### src/rtl/wb_regfile_pkg.sv
// Core-wide register-file definitions.
// The decode stage and the hazard unit reuse these definitions.
package wb_regfile_pkg;

    localparam int DATA_W   = 16;
    localparam int ADDR_W   = 3;
    localparam int NUM_REGS = 2 ** ADDR_W;
    localparam int CNT_W    = 16;

    typedef logic [ADDR_W-1:0] reg_idx_t;
    typedef logic [DATA_W-1:0] word_t;
    typedef logic [CNT_W-1:0]  cnt_t;

    // R0 is the hardwired-zero register.
    localparam reg_idx_t REG_ZERO = '0;

endpackage : wb_regfile_pkg

### src/rtl/wb_regfile_regfile_core.sv
// Storage for the 8 x 16-bit architectural registers.
// This block applies the R0 rule, performs the commit and clears on reset.
// It exposes raw read data with no bypass.
module regfile_core
    import wb_regfile_pkg::*;
(
    input  logic              clk,
    input  logic              rst_n,
    input  logic              we_i,
    input  logic [ADDR_W-1:0] waddr_i,
    input  logic [DATA_W-1:0] wdata_i,
    input  logic [ADDR_W-1:0] raddr1_i,
    input  logic [ADDR_W-1:0] raddr2_i,
    output logic [DATA_W-1:0] rdata1_o,
    output logic [DATA_W-1:0] rdata2_o
);

    word_t regs_q [NUM_REGS];

    // Commit one register per edge. Writes to R0 are dropped here.
    // NOTE: this array is small and must read zero after reset, so every entry is reset here; large RAMs normally are not reset.
    always_ff @(posedge clk or negedge rst_n) begin
        if (!rst_n) begin
            for (int i = 0; i < NUM_REGS; i++) begin
                // NOTE: sequential state uses non-blocking assignments so that all flops update together at the edge.
                regs_q[i] <= '0;
            end
        end else if (we_i && (waddr_i != REG_ZERO)) begin
            regs_q[waddr_i] <= wdata_i;
        end
    end

    assign rdata1_o = (raddr1_i == REG_ZERO) ? '0 : regs_q[raddr1_i];
    assign rdata2_o = (raddr2_i == REG_ZERO) ? '0 : regs_q[raddr2_i];

endmodule : regfile_core

### src/rtl/wb_regfile.sv
// Write-back side of the MEM/WB pipeline register.
// This block selects the write-back data and commits it to the register file.
// It also serves the two bypassed decode read ports and counts committed write-backs.
module wb_regfile
    import wb_regfile_pkg::*;
(
    input  logic              clk,
    input  logic              rst_n,
    input  logic              in_RegWrite,
    input  logic              in_MemtoReg,
    input  logic [DATA_W-1:0] in_ReadData,
    input  logic [DATA_W-1:0] in_ALUResult,
    input  logic [ADDR_W-1:0] in_WriteReg,
    input  logic [ADDR_W-1:0] in_ReadReg1,
    input  logic [ADDR_W-1:0] in_ReadReg2,
    output logic [DATA_W-1:0] O_ReadData1,
    output logic [DATA_W-1:0] O_ReadData2,
    output logic [DATA_W-1:0] O_WriteData,
    output logic [CNT_W-1:0]  O_WbCount
);

    word_t write_data;
    word_t raw_rdata1;
    word_t raw_rdata2;
    logic  commit;
    logic  bypass1;
    logic  bypass2;
    cnt_t  wb_cnt_q;
    cnt_t  wb_cnt_d;

    assign write_data = in_MemtoReg ? in_ReadData : in_ALUResult;

    // A commit happens only when reset is released.
    // Because R0 is excluded, R0 writes are never bypassed.
    assign commit  = rst_n && in_RegWrite && (in_WriteReg != REG_ZERO);
    assign bypass1 = commit && (in_ReadReg1 == in_WriteReg);
    assign bypass2 = commit && (in_ReadReg2 == in_WriteReg);

    regfile_core u_core (
        .clk      (clk),
        .rst_n    (rst_n),
        .we_i     (in_RegWrite),
        .waddr_i  (in_WriteReg),
        .wdata_i  (write_data),
        .raddr1_i (in_ReadReg1),
        .raddr2_i (in_ReadReg2),
        .rdata1_o (raw_rdata1),
        .rdata2_o (raw_rdata2)
    );

    assign O_WriteData = write_data;
    assign O_ReadData1 = bypass1 ? write_data : raw_rdata1;
    assign O_ReadData2 = bypass2 ? write_data : raw_rdata2;

    // Next count: step on each commit and stop at all-ones.
    always_comb begin
        // NOTE: the default comes first, so every path assigns wb_cnt_d and no latch is inferred.
        wb_cnt_d = wb_cnt_q;
        if (commit && (wb_cnt_q != '1)) begin
            wb_cnt_d = wb_cnt_q + cnt_t'(1);
        end
    end

    // Write-back counter register.
    always_ff @(posedge clk or negedge rst_n) begin
        if (!rst_n) begin
            wb_cnt_q <= '0;
        end else begin
            wb_cnt_q <= wb_cnt_d;
        end
    end

    assign O_WbCount = wb_cnt_q;

endmodule : wb_regfile
### config.mk
export PLATFORM = sky130hd
export DESIGN_NAME = wb_regfile
export DESIGN_NICKNAME = d
export VERILOG_FILES = /design/src/rtl/wb_regfile_pkg.sv /design/src/rtl/wb_regfile_regfile_core.sv /design/src/rtl/wb_regfile.sv
export SDC_FILE = /design/constraint.sdc
export NUM_CORES = 1
export LEC_CHECK = 0
export CORE_ASPECT_RATIO = 0.6
export CORE_MARGIN = 3
export CORE_UTILIZATION = 46
export CTS_CLUSTER_DIAMETER = 150
export CTS_CLUSTER_SIZE = 16
export DETAILED_ROUTE_END_ITERATION = 16
export PLACE_DENSITY = 0.69
export SETUP_SLACK_MARGIN = 0.05
export SLEW_MARGIN = 10
export SYNTH_ARGS = -nofsm -noshare
export SYNTH_HDL_FRONTEND = slang
export SYNTH_HIERARCHICAL = 1
export SYNTH_SLANG_ARGS = --single-unit
### constraint.sdc
create_clock -name clk -period 5.3 [get_ports clk]
set_input_delay 1.06 -clock clk [delete_from_list [all_inputs] [get_ports clk]]
set_output_delay 1.06 -clock clk [all_outputs]
set_load 0.01 [all_outputs]
==> flow_summary.ini <==
[yosys]
synthXorXnorAreaFrac_pct = 2.27
synth_commonest_cells = 128 x dfrtp_1, 125 x mux2_2, 64 x mux2i_1
synthAdderAreaFrac_pct = 0.162
syn_inst = 649
synth.distinct_cells = 44
synth_top_family_by_area = multiplexers
ys_seq_area_share_pct = 41.4
synth_edf_count = 0
synthArstFlopShare_pct = 100
syn_nets = 695
synth-compound-area-share_pct = 11.7
synth-simple-area-share_pct = 8.30
synth_top_cell_by_area = dfrtp_1
avgSynthCellArea_um2 = 11.9
syn_area_mm2 = 0.00773
yosys-top-cells-area = dfrtp_1 41%, mux2_2 18%, mux2i_1 8.3%, a221oi_1 5.1%, mux2_4 3.9%
ys_seq_elements = 128
synth.most_common_cell = dfrtp_1
synth_warnings = 6
muxShareOfSynthArea_pct = 30.4
synth_top_area_share_pct = 41.4
synth_top_flop_cell = dfrtp_1

[grt]
grt_util_all_layers_pct = 24.8
first_global_vias = 6362
grt_pass1_wl_mm = 36.0
overflow = 0
grt_max_degree = 129
antenna_found_initial = 0

[floorplan]
die_area_mm2 = 0.0184
initial_core_util_pct = 47.3
row_count = 36
ioPinCount = 109
die_width_um = 173
die_y_um = 106
coreArea_mm2 = 0.0164

[timing]
min_period_over_period_pct = 86.1
min_period_ns = 4.56
hold-worst-slack_ns = 0.522
hold_viol_final = 0
relSlewSlack_pct = 18.5
max_freq_mhz = 219
rsz0062_at_grt = no
drv_slew = 0
tns_ns = 0
setup_violations = 0
worst_slew_pin_slew_ns = 1.22
clock_skew_ns = 0.00765

[clock_tree]
clock_latency_ns = 0.41
clock_path_buffers = 2
post_cts_resized = 0
cts_root_buffer = clkbuf_16
ctsHoldBuffers = 0
clkTransAtPathRegs_ns = 0.06
cts_buffers = 17
clock-sinks = 128
cts_tree = done
post_cts.repair.setup_buffers = 0
htree_levels = 4

[pwr]
leakage_nw = 4.12
peakVddDrop_uv = 247
switchingPower_mw = 1.08
seq_power_share_pct = 37.8
power_density_mw_per_mm2 = 392
internal_power_mw = 2.70
p_comb_share_pct = 26.3
swShare_pct = 28.6
power.share.clock_pct = 35.9

[layout]
areaGrowthSynthToFinish_pct = 24.8
multi_input_area_mm2 = 0.00408
nets = 797
final_area_mm2 = 0.00965
drive_above_1_share_pct = 29.3
finalCoreUtilization_pct = 59.0
antennaDiodeCount = 0
seq_area_mm2 = 0.00320
n_fill_cell = 1294

[detailed_routing]
drt_iter0_drc = 561
dr_wl_met2_mm = 10.2
wl_met1_mm = 10.5
dr.pass1.iters = 5
drcViolationCount = 0
antenna_left = 0
vias_per_cell = 6.01
dr_wl_met3_mm = 1.32
routed.top_layer = met4
wire_per_inst_um = 22.5
vias = 5957
wl_mm = 22.4

[place]
dpl_cell_area_mm2 = 0.00896
gp_congestion = 0.885
dp.final_hpwl_mm = 14.6
port_buffers = 108

[worst_setup_path]
crit_slowest_cell = nor2b_1
worstPathArrival_ns = 3.50
r2r_slack_ns = 3.45
critPathKind = input port to primary output
path_max_fanout = 10
cp.required_ns = 4.24
r2r_start = O_WbCount[0]
timing.rr.end = O_WbCount[1]
path_cells = clkdlybuf4s50_1, nor2b_1, buf_4, a221oi_1, nor2_1, a21oi_1, clkdlybuf4s50_1
rr_worst_depth = 6
critPathLaunchType = input port
cp_top_family = buffers and inverters
worst_setup_path_end_kind = primary output
crit_path_frequent_cell = clkdlybuf4s50_1
slowest_delay_ns = 0.75
critPathBufInv = 3

[worst_hold_path]
worstHoldEndpoint = u_core/regs_q[59]
hp-class = flip-flop to flip-flop
hold-path-cell-count = 1
min-delay-start = u_core/regs_q[59]

[outcome]
status = finished clean

[job]
max-cap-violations = 0
[power groups by stage]
stage	clock (mW)	sequential [mW]	combinational, mW
4_1_cts	1.37	1.42	1.00
3_3_place_gp	0	1.41	0.962
6_report	1.36	1.43	0.998
3_5_place_dp	0	1.43	0.995
5_1_grt	1.42	1.46	1.08
2_1_floorplan	0	1.38	0.640
[worst max-delay path by stage]
stage | start | end | slack (ns) | cells past startpoint
2_1_floorplan | in_ReadReg1[2] | O_ReadData1[10] | 2.06 | 7
3_3_place_gp | in_ReadReg1[2] | O_ReadData1[2] | 0.82 | 7
3_5_place_dp | in_WriteReg[1] | O_ReadData2[15] | 0.83 | 8
4_1_cts | in_ReadReg1[2] | O_ReadData1[1] | 0.80 | 7
5_1_grt | in_WriteReg[1] | O_ReadData2[11] | 0.63 | 8
6_report | in_ReadReg1[2] | O_ReadData1[1] | 0.74 | 7
[registers in the layout (all words and copies together), names as in the netlist]
register and count:
u_core/regs_q 112, O_WbCount 16
[metal layers]
| layer | GRT usage [%] | vias to the layer above |
|---|---|---|
| met2 | 38.7 | 245 |
| li1 | - | 2660 |
| met4 | 7.80 | 0 |
| met1 | 35.3 | 3024 |
| met5 | 0 | - |
| met3 | 4.18 | 28 |
[metrics by stage]
step           setup WS (ns)  power (mW)  cells
2_1_floorplan           2.06        2.02    649
4_1_cts                0.796        3.79    992
3_3_place_gp           0.823        2.37    960
5_1_grt                0.633        3.96    992
3_5_place_dp           0.826        2.43    960
6_report               0.738        3.79    992
[worst register-to-register path: cells and delay by family, from the launching register on]
| family | cells | cell delay, ns |
|---|---|---|
| buffers and inverters | 1 | 0.25 |
| multiplexers | 1 | 0.27 |
| AND/OR/NAND/NOR | 3 | 0.62 |
| adder cells (fa/ha/maj) | 1 | 0.21 |
| flip-flops | 1 | 0.40 |
[layout by cell type, fill, tap and decap left out, types with 2 or more instances in the layout]
cell / instances
nand4_1: 7
clkbuf_8: 2
nor2b_1: 18
mux2_2: 125
buf_4: 30
nand4b_4: 3
mux2_4: 20
nor4_1: 7
a31oi_1: 2
clkinv_4: 3
nand2b_1: 2
dfrtp_1: 128
nor4_4: 2
nor3_1: 4
a311oi_1: 16
a21oi_1: 33
and4bb_1: 2
nor2_1: 34
buf_12: 2
clkdlybuf4s50_1: 105
xor2_1: 19
clkinvlp_4: 3
inv_1: 18
bufinv_16: 6
buf_2: 2
nand2_1: 6
nand3_1: 3
mux2i_1: 64
a211oi_1: 16
and2_1: 3
clkbuf_16: 17
a221oi_1: 45
[layout make-up]
cell class / instances / area share, %
repair buffers: 139 / 13.7
inverters: 18 / 0.700
clock buffers: 19 / 4.69
multi-input cells: 447 / 42.3
well taps: 228 / 2.96
flip-flops and latches: 128 / 33.2
clock inverters: 13 / 2.42
[cell families after synthesis]
kind of cell / count (synthesis)
compound gates: 117
xor+xnor: 20
fa+ha+maj: 1
buf+inv: 74
flops: 128
mux: 209
simple gates: 100
No activity file was read; power rests on OpenSTA's default activity.
